<file path="src/rtl/bpsk_frame_serializer.sv">
// BPSK frame serializer: turns a byte stream into preamble + payload + guard
// symbol samples, one sample per PERIOD clocks, with a strobe for each new sample.
module bpsk_frame_serializer #(
  parameter int         WIDTH     = 4,
  parameter int         PERIOD    = 8,
  parameter int         AMPLITUDE = 7,
  parameter logic [7:0] PREAMBLE  = 8'hA5,
  parameter int         GUARD     = 2
) (
  input  logic                    clk,
  input  logic                    rst_n,
  input  logic [7:0]              in_data,
  input  logic                    in_valid,
  input  logic                    in_last,
  output logic                    in_ready,
  output logic signed [WIDTH-1:0] sym_out,
  output logic                    sym_strobe,
  output logic                    busy,
  output logic                    underrun
);

  localparam int CW = (PERIOD > 1) ? $clog2(PERIOD) : 1;
  localparam logic [CW-1:0] CNT_MAX = CW'(PERIOD - 1);
  localparam logic [3:0] GUARD_LAST = 4'(GUARD - 1);
  localparam logic signed [WIDTH-1:0] AMP_POS = WIDTH'(AMPLITUDE);
  localparam logic signed [WIDTH-1:0] AMP_NEG = WIDTH'(-AMPLITUDE);

  typedef enum logic [1:0] {S_IDLE, S_PREAMBLE, S_PAYLOAD, S_GUARD} state_t;

  state_t        state;
  logic [CW-1:0] cnt;
  logic [2:0]    bit_cnt;
  logic [3:0]    guard_cnt;
  logic [7:0]    hold_data;
  logic          hold_last;
  logic          hold_full;
  logic [7:0]    shifter;
  logic          cur_last;
  logic          ready_en;
  logic          take;
  logic          wrap;
  logic          byte_end;

  assign take       = in_valid && in_ready;
  assign wrap       = (cnt == CNT_MAX);
  assign byte_end   = wrap && (bit_cnt == 3'd7);
  // ready_en keeps in_ready low until the first clock after reset release
  assign in_ready   = ready_en && !hold_full && (state != S_GUARD);
  assign busy       = (state != S_IDLE);
  assign sym_strobe = busy && (cnt == '0);
  // the decision uses registered hold_full, so a byte arriving in this cycle is late
  assign underrun   = (state == S_PAYLOAD) && byte_end && !cur_last && !hold_full;

  function automatic logic signed [WIDTH-1:0] bit_sym(input logic b);
    return b ? AMP_POS : AMP_NEG;
  endfunction

  always_ff @(posedge clk or negedge rst_n) begin
    if (!rst_n) begin
      state     <= S_IDLE;
      cnt       <= '0;
      bit_cnt   <= 3'd0;
      guard_cnt <= 4'd0;
      hold_data <= 8'd0;
      hold_last <= 1'b0;
      hold_full <= 1'b0;
      shifter   <= 8'd0;
      cur_last  <= 1'b0;
      ready_en  <= 1'b0;
      sym_out   <= '0;
    end else begin
      ready_en <= 1'b1;
      if (take) begin
        hold_data <= in_data;
        hold_last <= in_last;
        hold_full <= 1'b1;
      end
      case (state)
        S_IDLE: begin
          cnt <= '0;
          // a byte left in hold by a late arrival starts the next frame too
          if (take || hold_full) begin
            state   <= S_PREAMBLE;
            bit_cnt <= 3'd0;
            sym_out <= bit_sym(PREAMBLE[7]);
          end
        end
        S_PREAMBLE: begin
          if (!wrap) begin
            cnt <= cnt + 1'b1;
          end else begin
            cnt <= '0;
            if (bit_cnt == 3'd7) begin
              state     <= S_PAYLOAD;
              bit_cnt   <= 3'd0;
              shifter   <= hold_data;
              cur_last  <= hold_last;
              hold_full <= 1'b0;
              sym_out   <= bit_sym(hold_data[7]);
            end else begin
              bit_cnt <= bit_cnt + 3'd1;
              sym_out <= bit_sym(PREAMBLE[3'd6 - bit_cnt]);
            end
          end
        end
        S_PAYLOAD: begin
          if (!wrap) begin
            cnt <= cnt + 1'b1;
          end else begin
            cnt <= '0;
            if (bit_cnt == 3'd7) begin
              if (cur_last || !hold_full) begin
                state     <= S_GUARD;
                guard_cnt <= 4'd0;
                sym_out   <= '0;
              end else begin
                bit_cnt   <= 3'd0;
                shifter   <= hold_data;
                cur_last  <= hold_last;
                hold_full <= 1'b0;
                sym_out   <= bit_sym(hold_data[7]);
              end
            end else begin
              // rotate so the next bit to send sits in bit 7
              bit_cnt <= bit_cnt + 3'd1;
              shifter <= {shifter[6:0], shifter[7]};
              sym_out <= bit_sym(shifter[6]);
            end
          end
        end
        S_GUARD: begin
          if ((cnt == '0) && (guard_cnt == GUARD_LAST)) begin
            state <= S_IDLE;
            cnt   <= '0;
          end else if (wrap) begin
            cnt       <= '0;
            guard_cnt <= guard_cnt + 4'd1;
          end else begin
            cnt <= cnt + 1'b1;
          end
        end
        default: state <= S_IDLE;
      endcase
    end
  end

endmodule

</file>
<file path="config.mk">
export PLATFORM = sky130hd
export DESIGN_NAME = bpsk_frame_serializer
export DESIGN_NICKNAME = d
export VERILOG_FILES = /design/src/rtl/bpsk_frame_serializer.sv
export SDC_FILE = /design/constraint.sdc
export NUM_CORES = 1
export LEC_CHECK = 0
export ABC_AREA = 1
export CORE_MARGIN = 3
export CORE_UTILIZATION = 30
export DETAILED_ROUTE_END_ITERATION = 7
export REMOVE_ABC_BUFFERS = 1
export SLEW_MARGIN = 10
export SYNTH_ARGS = -nofsm -noshare
export SYNTH_HDL_FRONTEND = slang
export SYNTH_SLANG_ARGS = --single-unit
</file>
<file path="constraint.sdc">
create_clock -name clk -period 3.3 [get_ports clk]
set_input_delay 0.495 -clock clk [delete_from_list [all_inputs] [get_ports clk]]
set_output_delay 0.495 -clock clk [all_outputs]
set_load 0.005 [all_outputs]
</file>
Yosys cells after proc, flatten, opt, wreduce, memory -nomap -nowiden
Memory sizes are Yosys's and may differ from the RTL's. Cells that the tools add are included.

Flip-flop bits (word level): 36. Memory bits (read-only): 8. Output and inout port bits: 8. Logic and storage cells: 115. Memories kept: 1.

Memory list: (name not given) (depth 8, bits a word 1, rd ports 1, clocked after Yosys merged registers in 0, write ports 0, line 102) `sym_out <= bit_sym(PREAMBLE[3'd6 - bit_cnt]);`.

Add/subtract/negate cells: 4. $lt $le $gt $ge: 1. Equality and inequality tests: 18. Multiplexer cells: 54. Reduce and logical (&&, ||, !) cells: 26.

Operator list (number): 4-bit two-way mux (14); 8-bit two-way mux (5); 3-bit two-way mux (8); 2-bit inequality test, second input constant (9); 3-bit case mux with 3 select lines (2); 8-bit case mux with 2 select lines (1); 2-bit two-way mux (7); 1-bit two-way mux (12); 4-bit case mux with 3 select lines (1); 6-bit AND reduction (2); 5-bit AND reduction (2); 1-bit logical AND (9); 2-bit case mux with 4 select lines (1); 4-bit case mux with 2 select lines (1); 7-bit AND reduction (1); 3-bit by 1-bit adder with 3-bit output, second input constant (2); 3-bit == test, second input constant (2); 2-bit nonzero test (3); 4-bit by 1-bit adder with 4-bit output, second input constant (1); 2-bit == test, second input constant (2); 4-bit by 1-bit == test with 1-bit output, second input constant (1); 3-bit by 4-bit less-than comparator with 1-bit output, second input constant (1); 2-bit by 1-bit inequality test with 1-bit output, second input constant (2); 1-bit case mux with 2 select lines (2); 10 further kinds (12).

Logic depth before layout (Yosys ltp)
Gate-level depths: netlist (run 1).

Depth after elaboration: 9. Gate-level depth with buffers: 10. Depth with buffers taken out: 10.

Least setup slack after synthesis (run 1)
Ideal clock, no wire load.

Path type: reg2out. Start: register state[0]. End: output underrun. Arrival: 1.142 ns. Required time: 2.805 ns. Setup slack: 1.663 ns. Stages on the path, launching flop included: 5. Path buffers: 0. Path through: dfrtp_1 > inv_1 > ha_1 > inv_1 > nor4_1.

Longest elaborated chain between the ends: 4.

RTL lines: start, declared (line 30) `state_t state;`; start signal, assigned (line 60) `state <= S_IDLE;`; start signal, assigned (line 83) `state <= S_PREAMBLE;`; start signal, assigned (line 94) `state <= S_PAYLOAD;`; 2-bit == test (line 52) `assign underrun = (state == S_PAYLOAD) && byte_end && !cur_last && !hold_full;`; 1-bit logical AND (3 in series) (line 52); end, declared (line 19) `output logic underrun`.

No other way between the ends.

Worst setup path after layout (run 1)
Ends and elaborated chain as after synthesis.

==> qor.yml, run 1 <==
worst_setup_path:
  critPathCaptureType: "primary output"
  cp.required_ps: 2800
  reg2reg_depth: 9
  path_max_fanout: 8
  cp_top_family: "buffers and inverters"
  start_kind: "register"
  path_buf_inv: 3
  worstPathArrival_ps: 2130
  r2r_start: "bit_cnt[0]"
  critPathMaxStageDelay_ps: 580
  crit_slowest_cell: "clkdlybuf4s50_1"
  cpMostUsedCell: "inv_1"
  reg2reg_to: "guard_cnt[2]"
  path_cells: "inv_1 -> ha_1 -> inv_1 -> nor4_1 -> clkdlybuf4s50_1"
  crit_type: "reg -> out"
  r2r_slack_ps: 1190
synth:
  netlist_top_cells_area: "dfrtp_1, ha_1, nand2_1"
  ys_types: 28
  synthAdderAreaFrac: 0.0847
  syn_inst: 217
  yosysSeqAreaShare: 0.456
  synth_compound_area_frac: 0.0880
  synth_top_area_cell: "dfrtp_1"
  yosys.area.top_type_share: 0.456
  synth-xor-area-share: 0
  synth_top_family_by_area: "simple AND/OR/NAND/NOR gates"
  synthMuxAreaShare: 0.0776
  synth_area_per_cell_um2: 8.84
  netlist_area_um2: 1920
  yosysWarnings: 0
  synth-seq-cells: 35
  yosys.area_share.simple: 0.219
global_route:
  grt_pass1_vias: 1472
  grt_pass1_wl_mm: 6.47
  antenna_found_initial: 0
  grt_start_max_net_pins: 36
  grt_remaining_overflow: 0
  track_usage: 0.110
floorplanning:
  ios: 20
  die-area_um2: 7390
  core_region_area_um2: 6060
  initial_core_util: 0.317
  dieHeight_um: 86.0
  die_x_um: 86.0
  row_count: 28
clock_network:
  insertion_delay_ps: 290
  cts_tree: "done"
  cts_setup_buffers: 0
  clkSinkCount: 35
  path_clk_slew_ps: 80
  cts-htree-levels: 2
  clockRootBuffer: "clkbuf_8"
  cts_max_path_buffers: 2
  cts_resized: 0
  cts_buffers: 5
  ctsHoldBuffers: 0
flow_run:
  drv_cap: 0
cells_and_area:
  drive_gt1_frac: 0.117
  final_common_cell: "nand2_1"
  synthToLayoutAreaGrowth_pct: 19.1
  final_cell_mix: "nand2_1, dfrtp_1, inv_1"
  post-route-cell-area_um2: 2290
  nets: 263
  diodes: 0
drt:
  first_pass_iters: 4
  drc: 0
  routedWlPerCell_um: 11.7
  drt-total-wl_mm: 3.68
  drtAntennaViolNets: 0
  drtIter0Drc: 77
  via_per_inst: 4.86
  route.vias.total: 1527
hold_path:
  whs_endpoint: "cnt[0]"
  hold_class: "reg -> reg"
  whs_path_depth: 1
  min-delay-start: "cnt[0]"
timing:
  final_hold_viol_count: 0
  final.setup.tns_ps: 0
  rsz0062_at_grt: "no"
  min_period_ps: 2620
  fin_skew_ps: 6.87
  slew_violations: 0
  finalSetupViolations: 0
  max_freq_mhz: 381
  finalCritPeriodShare: 0.795
placement:
  place.gp.congestion: 0.796
  io_buffer_count: 19
  placed_area_um2: 2170
  hpwlAfterDp_mm: 2.72
power:
  power_leakage_nw: 1.13
  ir_drop_uv: 405
  p_per_area_nw_per_um2: 910
outcome:
  status: "complete, no violations"
==> kinds of logic after synthesis <==
group	after synthesis
AOI/OAI and AO/OA	32
DFF	35
and+or+nand+nor	90
other	1
muxes	14
adders and majority gates	13
buffers and inverters	32
==> area by class of cell <==
type	count	area (um^2)
Clock buffer	5	68.8
Clock inverter	3	47.5
Fill cell	652	3770
Inverter	26	97.6
Multi-Input combinational cell	150	905
Sequential cell	35	876
Tap cell	75	93.8
Timing Repair Buffer	20	198
==> synth_stat cells (all sizes together) <==
master  instances
a21oi           8
buf             6
conb            1
dfrtp          35
ha             13
inv            26
mux2            7
mux2i           7
nand2          45
nand3          19
nand3b          3
nand4           3
nor2           15
nor3            3
nor4            1
o21ai          23
o22ai           1
or2             1
==> through the flow <==
| step | setup slack (ps) | instances | utilization | hold WS [ps] | power (mW) |
|---|---|---|---|---|---|
| 2_1_floorplan | 1550 | 211 | - | 199 | 1.40 |
| 3_3_place_gp | 931 | 306 | 0.358 | 443 | 1.68 |
| 3_5_place_dp | 974 | 306 | 0.358 | 449 | 1.70 |
| 4_1_cts | 633 | 314 | 0.377 | 463 | 2.11 |
| 5_1_grt | 448 | 314 | 0.377 | 498 | 2.28 |
| 6_report | 676 | 314 | 0.377 | 456 | 2.08 |
==> routing by layer <==
layer	part of all wire	GRT usage	vias to the layer above
met5	0	0	-
met4	0.012	0.0388	0
met3	0.042	0.0298	5
met2	0.48	0.181	29
li1	-	-	760
met1	0.47	0.137	733
==> state kept, by name, summed over array words and instances (netlist names) <==
name and cells:
hold_last 1, cur_last 1, state 2, shifter 8, cnt 3, hold_full 1, bit_cnt 3, guard_cnt 4
ready_en 1, sym_out 3, hold_data 8
==> how the worst max path moves through the flow <==
stage / cells past startpoint / slack [ps] / to / startpoint
after global routing: 5 / 450 / underrun / state[0]
after CTS: 5 / 630 / underrun / state[0]
after global placement: 5 / 930 / underrun / state[0]
after floorplan: 9 / 1550 / guard_cnt[2] / bit_cnt[0]
after detailed placement: 5 / 970 / underrun / state[0]
final: 5 / 680 / underrun / state[0]
==> power breakdown <==
group | switching (mW) | internal, mW
combinational | 0.557 | 0.416
clock | 0.169 | 0.229
sequential | 0.109 | 0.600
total | 0.835 | 1.24
(Power assumes the default switching activity.)
==> run 2, diff against run 1 <==
Clock period 3.3 ns to 2.12 ns, I/O delays scaled along.
==> qor.yml, run 2 (same netlist as run 1, synthesis figures left out) <==
drt:
  drt-total-wl_mm: 3.88
  route.vias.total: 1511
  via_per_inst: 4.65
  drtAntennaViolNets: 0
  first_pass_iters: 6
  routedWlPerCell_um: 11.9
  drtIter0Drc: 91
  drc: 0
cells_and_area:
  final_cell_mix: "nand2_1, dfrtp_1, inv_1"
  top_regs: "hold_data (8), shifter (8), guard_cnt (4)"
  drive_gt1_frac: 0.180
  nets: 274
  final_common_cell: "nand2_1"
  instances_no_fill: 325
  synthToLayoutAreaGrowth_pct: 23.5
  diodes: 0
worst_setup_path:
  reg2reg_to: "shifter[3]"
  start_kind: "register"
  worstPathArrival_ps: 1670
  path_cells: "inv_1 -> ha_2 -> nor3_2 -> clkdlybuf4s50_1"
  path_max_fanout: 4
  critPathMaxStageDelay_ps: 510
  crit_slowest_cell: "clkdlybuf4s50_1"
  r2r_slack_ps: 310
  reg2reg_depth: 6
  crit_type: "reg -> out"
  critPathCaptureType: "primary output"
  cp.required_ps: 1800
  r2r_start: "state[0]"
timing:
  slew_violations: 0
  min_period_ps: 1990
  final.setup.tns_ps: 0
  finalCritPeriodShare: 0.937
  max_freq_mhz: 503
  rsz0062_at_grt: "no"
  fin_skew_ps: 7.20
  finalSetupViolations: 0
  final_hold_viol_count: 0
clock_network:
  cts_tree: "done"
  insertion_delay_ps: 290
  cts_buffers: 5
  path_clk_slew_ps: 80
  ctsHoldBuffers: 0
  cts_max_path_buffers: 2
  cts-htree-levels: 2
  clockRootBuffer: "clkbuf_8"
  clkSinkCount: 35
floorplanning:
  dieHeight_um: 86.0
  core_region_area_um2: 6060
  ios: 20
  initial_core_util: 0.317
  die-area_um2: 7390
  row_count: 28
  die_x_um: 86.0
placement:
  dpl.cell_count: 312
  io_buffer_count: 19
  place.gp.congestion: 0.769
  hpwlAfterDp_mm: 2.86
flow_run:
  drv_cap: 0
hold_path:
  hold_class: "in -> async"
power:
  combPwrFrac: 0.509
  power_leakage_nw: 1.18
  pwr-share-seq: 0.342
  ir_drop_uv: 543
  p_total_mw: 3.23
  p_sw_mw: 1.34
  switching_share: 0.414
  internal-power_mw: 1.89
  power_frac_clock: 0.149
  p_per_area_nw_per_um2: 1360
global_route:
  grt_pass1_wl_mm: 6.86
  grt_start_max_net_pins: 36
  grt_pass1_vias: 1540
  antenna_found_initial: 0
  track_usage: 0.118
  grt_remaining_overflow: 0
outcome:
  status: "complete, no violations"
## run 2: cell count changes in the layout (fill, tap and decap cells not counted), moves of 2 or more
cell / before / now
buf_4: 1 / 12
clkdlybuf4s50_1: 19 / 17
clkinvlp_4: 0 / 2
ha_1: 13 / 11
ha_2: 0 / 2
## run 2: layout make-up
type                    instances  area, um^2
well taps                      75        93.8
clock inverters                 3        20.0
fillers                       622        3690
clock buffers                   5        68.8
inverters                      26        97.6
multi-input cells             150         932
flip-flops and latches         35         876
repair buffers                 31         282
## run 2: what timing repair did
action | CTS | global route
setup endpoints to repair | 2 | 3
resized for setup | 4 | 5
cloned | 0 | 0
setup buffers | 4 | 1
pin swaps | 1 | 1
## run 2: how the worst max path moves through the flow
stage / from / to / depth (start not counted)
6_report: state[1] / sym_strobe / 4
2_1_floorplan: bit_cnt[0] / guard_cnt[2] / 9
4_1_cts: state[0] / in_ready / 5
3_3_place_gp: cnt[0] / underrun / 6
3_5_place_dp: cnt[0] / underrun / 6
5_1_grt: state[0] / underrun / 6
## run 2: layer usage
metal  global-route usage  part of all wire  up-vias
li1                     -                 -      772
met1                0.145              0.45      713
met2                0.195              0.50       23
met3               0.0394             0.040        3
met4               0.0345            0.0067        0
met5                    0                 0        -
## run 2: through the flow
step	hold WS [ps]	setup WS [ps]	utilization	cell area, um^2
floorplan	22.4	370	-	1880
global placement	440	15.3	0.365	2210
detailed placement	453	52.4	0.365	2210
CTS	447	15.7	0.387	2340
global route	469	16.5	0.391	2370
finish	431	133	0.391	2370
## run 2: power groups by stage
stage          registers [mW]  clock network, mW  logic (mW)
6_report                 1.10              0.480        1.65
5_1_grt                  1.14              0.531        1.90
4_1_cts                  1.10              0.498        1.64
3_5_place_dp             1.12                  0        1.59
3_3_place_gp             1.11                  0        1.56
2_1_floorplan            1.08                  0        1.10
## run 2: worst max-delay path, delay by kind of cell (launching register included)
family        cells  cell delay (ps)
fa+ha+maj         1              220
simple gates      1              170
buf+inv           2              600
flops             1              390
==> run 3, diff against run 2 <==
Settings changed: GPL_TIMING_DRIVEN set to 0.
==> qor.yml, run 3 (same netlist as run 1, synthesis figures left out) <==
power:
  p_per_area_nw_per_um2: 1400
  power_leakage_nw: 1.16
  ir_drop_uv: 747
drt:
  via_per_inst: 4.73
  drc: 0
  first_pass_iters: 4
  drtAntennaViolNets: 0
  drt-total-wl_mm: 3.72
  routedWlPerCell_um: 11.7
  route.vias.total: 1504
  drtIter0Drc: 64
timing:
  max_freq_mhz: 494
  rsz0062_at_grt: "no"
  min_period_ps: 2030
  finalCritPeriodShare: 0.955
  final_hold_viol_count: 0
  whs_ps: 458
  slew_violations: 0
  finalSetupViolations: 0
  fin_skew_ps: 7.50
  worst_slack_ps: 94.9
worst_setup_path:
  reg2reg_to: "guard_cnt[2]"
  reg2reg_depth: 9
  crit_type: "reg -> out"
  crit_end: "underrun"
  worstPathArrival_ps: 1710
  crit_path_start: "state[0]"
  start_kind: "register"
  r2r_start: "bit_cnt[0]"
  r2r_slack_ps: 200
  path_max_fanout: 8
  critPathCaptureType: "primary output"
  cp.required_ps: 1800
global_route:
  grt_pass1_vias: 1405
  track_usage: 0.109
  grt_remaining_overflow: 0
  grt_pass1_wl_mm: 6.44
  antenna_found_initial: 0
  grt_start_max_net_pins: 36
cells_and_area:
  synthToLayoutAreaGrowth_pct: 22.9
  final_cell_mix: "nand2_1, dfrtp_1, inv_1"
  drive_gt1_frac: 0.160
  nets: 267
  diodes: 0
  post-route-cell-area_um2: 2360
  final_common_cell: "nand2_1"
  post-route-util: 0.389
  top_regs: "hold_data (8), shifter (8), guard_cnt (4)"
hold_path:
  min-delay-start: "cnt[0]"
  whs_path_depth: 1
  hold_class: "reg -> reg"
clock_network:
  clockRootBuffer: "clkbuf_8"
  cts_tree: "done"
  insertion_delay_ps: 290
  path_clk_slew_ps: 70
  cts_max_path_buffers: 2
  cts_buffers: 5
  clkSinkCount: 35
  cts-htree-levels: 2
outcome:
  status: "complete, no violations"
placement:
  hpwlAfterDp_mm: 2.65
  io_buffer_count: 19
  placed_area_um2: 2180
  place_ws_ps: -86.5
  place.gp.congestion: 0.815
floorplanning:
  dieHeight_um: 86.0
  ios: 20
  initial_core_util: 0.317
  core_region_area_um2: 6060
  row_count: 28
  die-area_um2: 7390
  die_x_um: 86.0
flow_run:
  drv_cap: 0
## run 3: where the power goes
part / total, mW / switching, mW / internal, mW
registers: 1.10 / 0.166 / 0.936
clock network: 0.605 / 0.255 / 0.350
logic: 1.59 / 0.888 / 0.705
## run 3: layout make-up
type / count / area (um^2)
multi-input cells: 150 / 943
clock buffers: 5 / 68.8
inverters: 26 / 97.6
well taps: 75 / 93.8
fillers: 629 / 3700
clock inverters: 3 / 43.8
flip-flops and latches: 35 / 877
repair buffers: 24 / 235
## run 3: through the flow
stage	setup TNS (ps)	power [mW]	std cells
floorplan	0	2.18	211
global placement	-3510	2.60	305
detailed placement	-86.5	2.64	306
CTS	0	3.29	315
global route	0	3.64	318
finish	0	3.30	318
## run 3: worst max-delay path, cell delays in order, from the launching register on
cell and delay, ps:
dfrtp_1 390, inv_1 150, ha_4 220, inv_1 90, nor4_2 290, dlygate4sd2_1 280
## run 3: routing by layer
| layer | track usage | share of wire |
|---|---|---|
| met1 | 0.138 | 0.48 |
| met2 | 0.179 | 0.47 |
| met3 | 0.0307 | 0.037 |
| met4 | 0.0345 | 0.012 |
| met5 | 0 | 0 |
## run 3: worst min-delay path by stage
stage,slack (ps),endpoint
6_report,460,cnt[0]
5_1_grt,500,cnt[0]
4_1_cts,470,cnt[0]
3_5_place_dp,300,hold_data[4]
3_3_place_gp,460,cnt[0]
2_1_floorplan,20,bit_cnt[0]
## run 3: repair_timing
action,4_1_cts,5_1_grt
setup endpoints to repair,3,5
cloned,0,0
buffers inserted,0,3
resized for setup,7,4
hold buffers,1,0
endpoints found under the hold margin,35,0
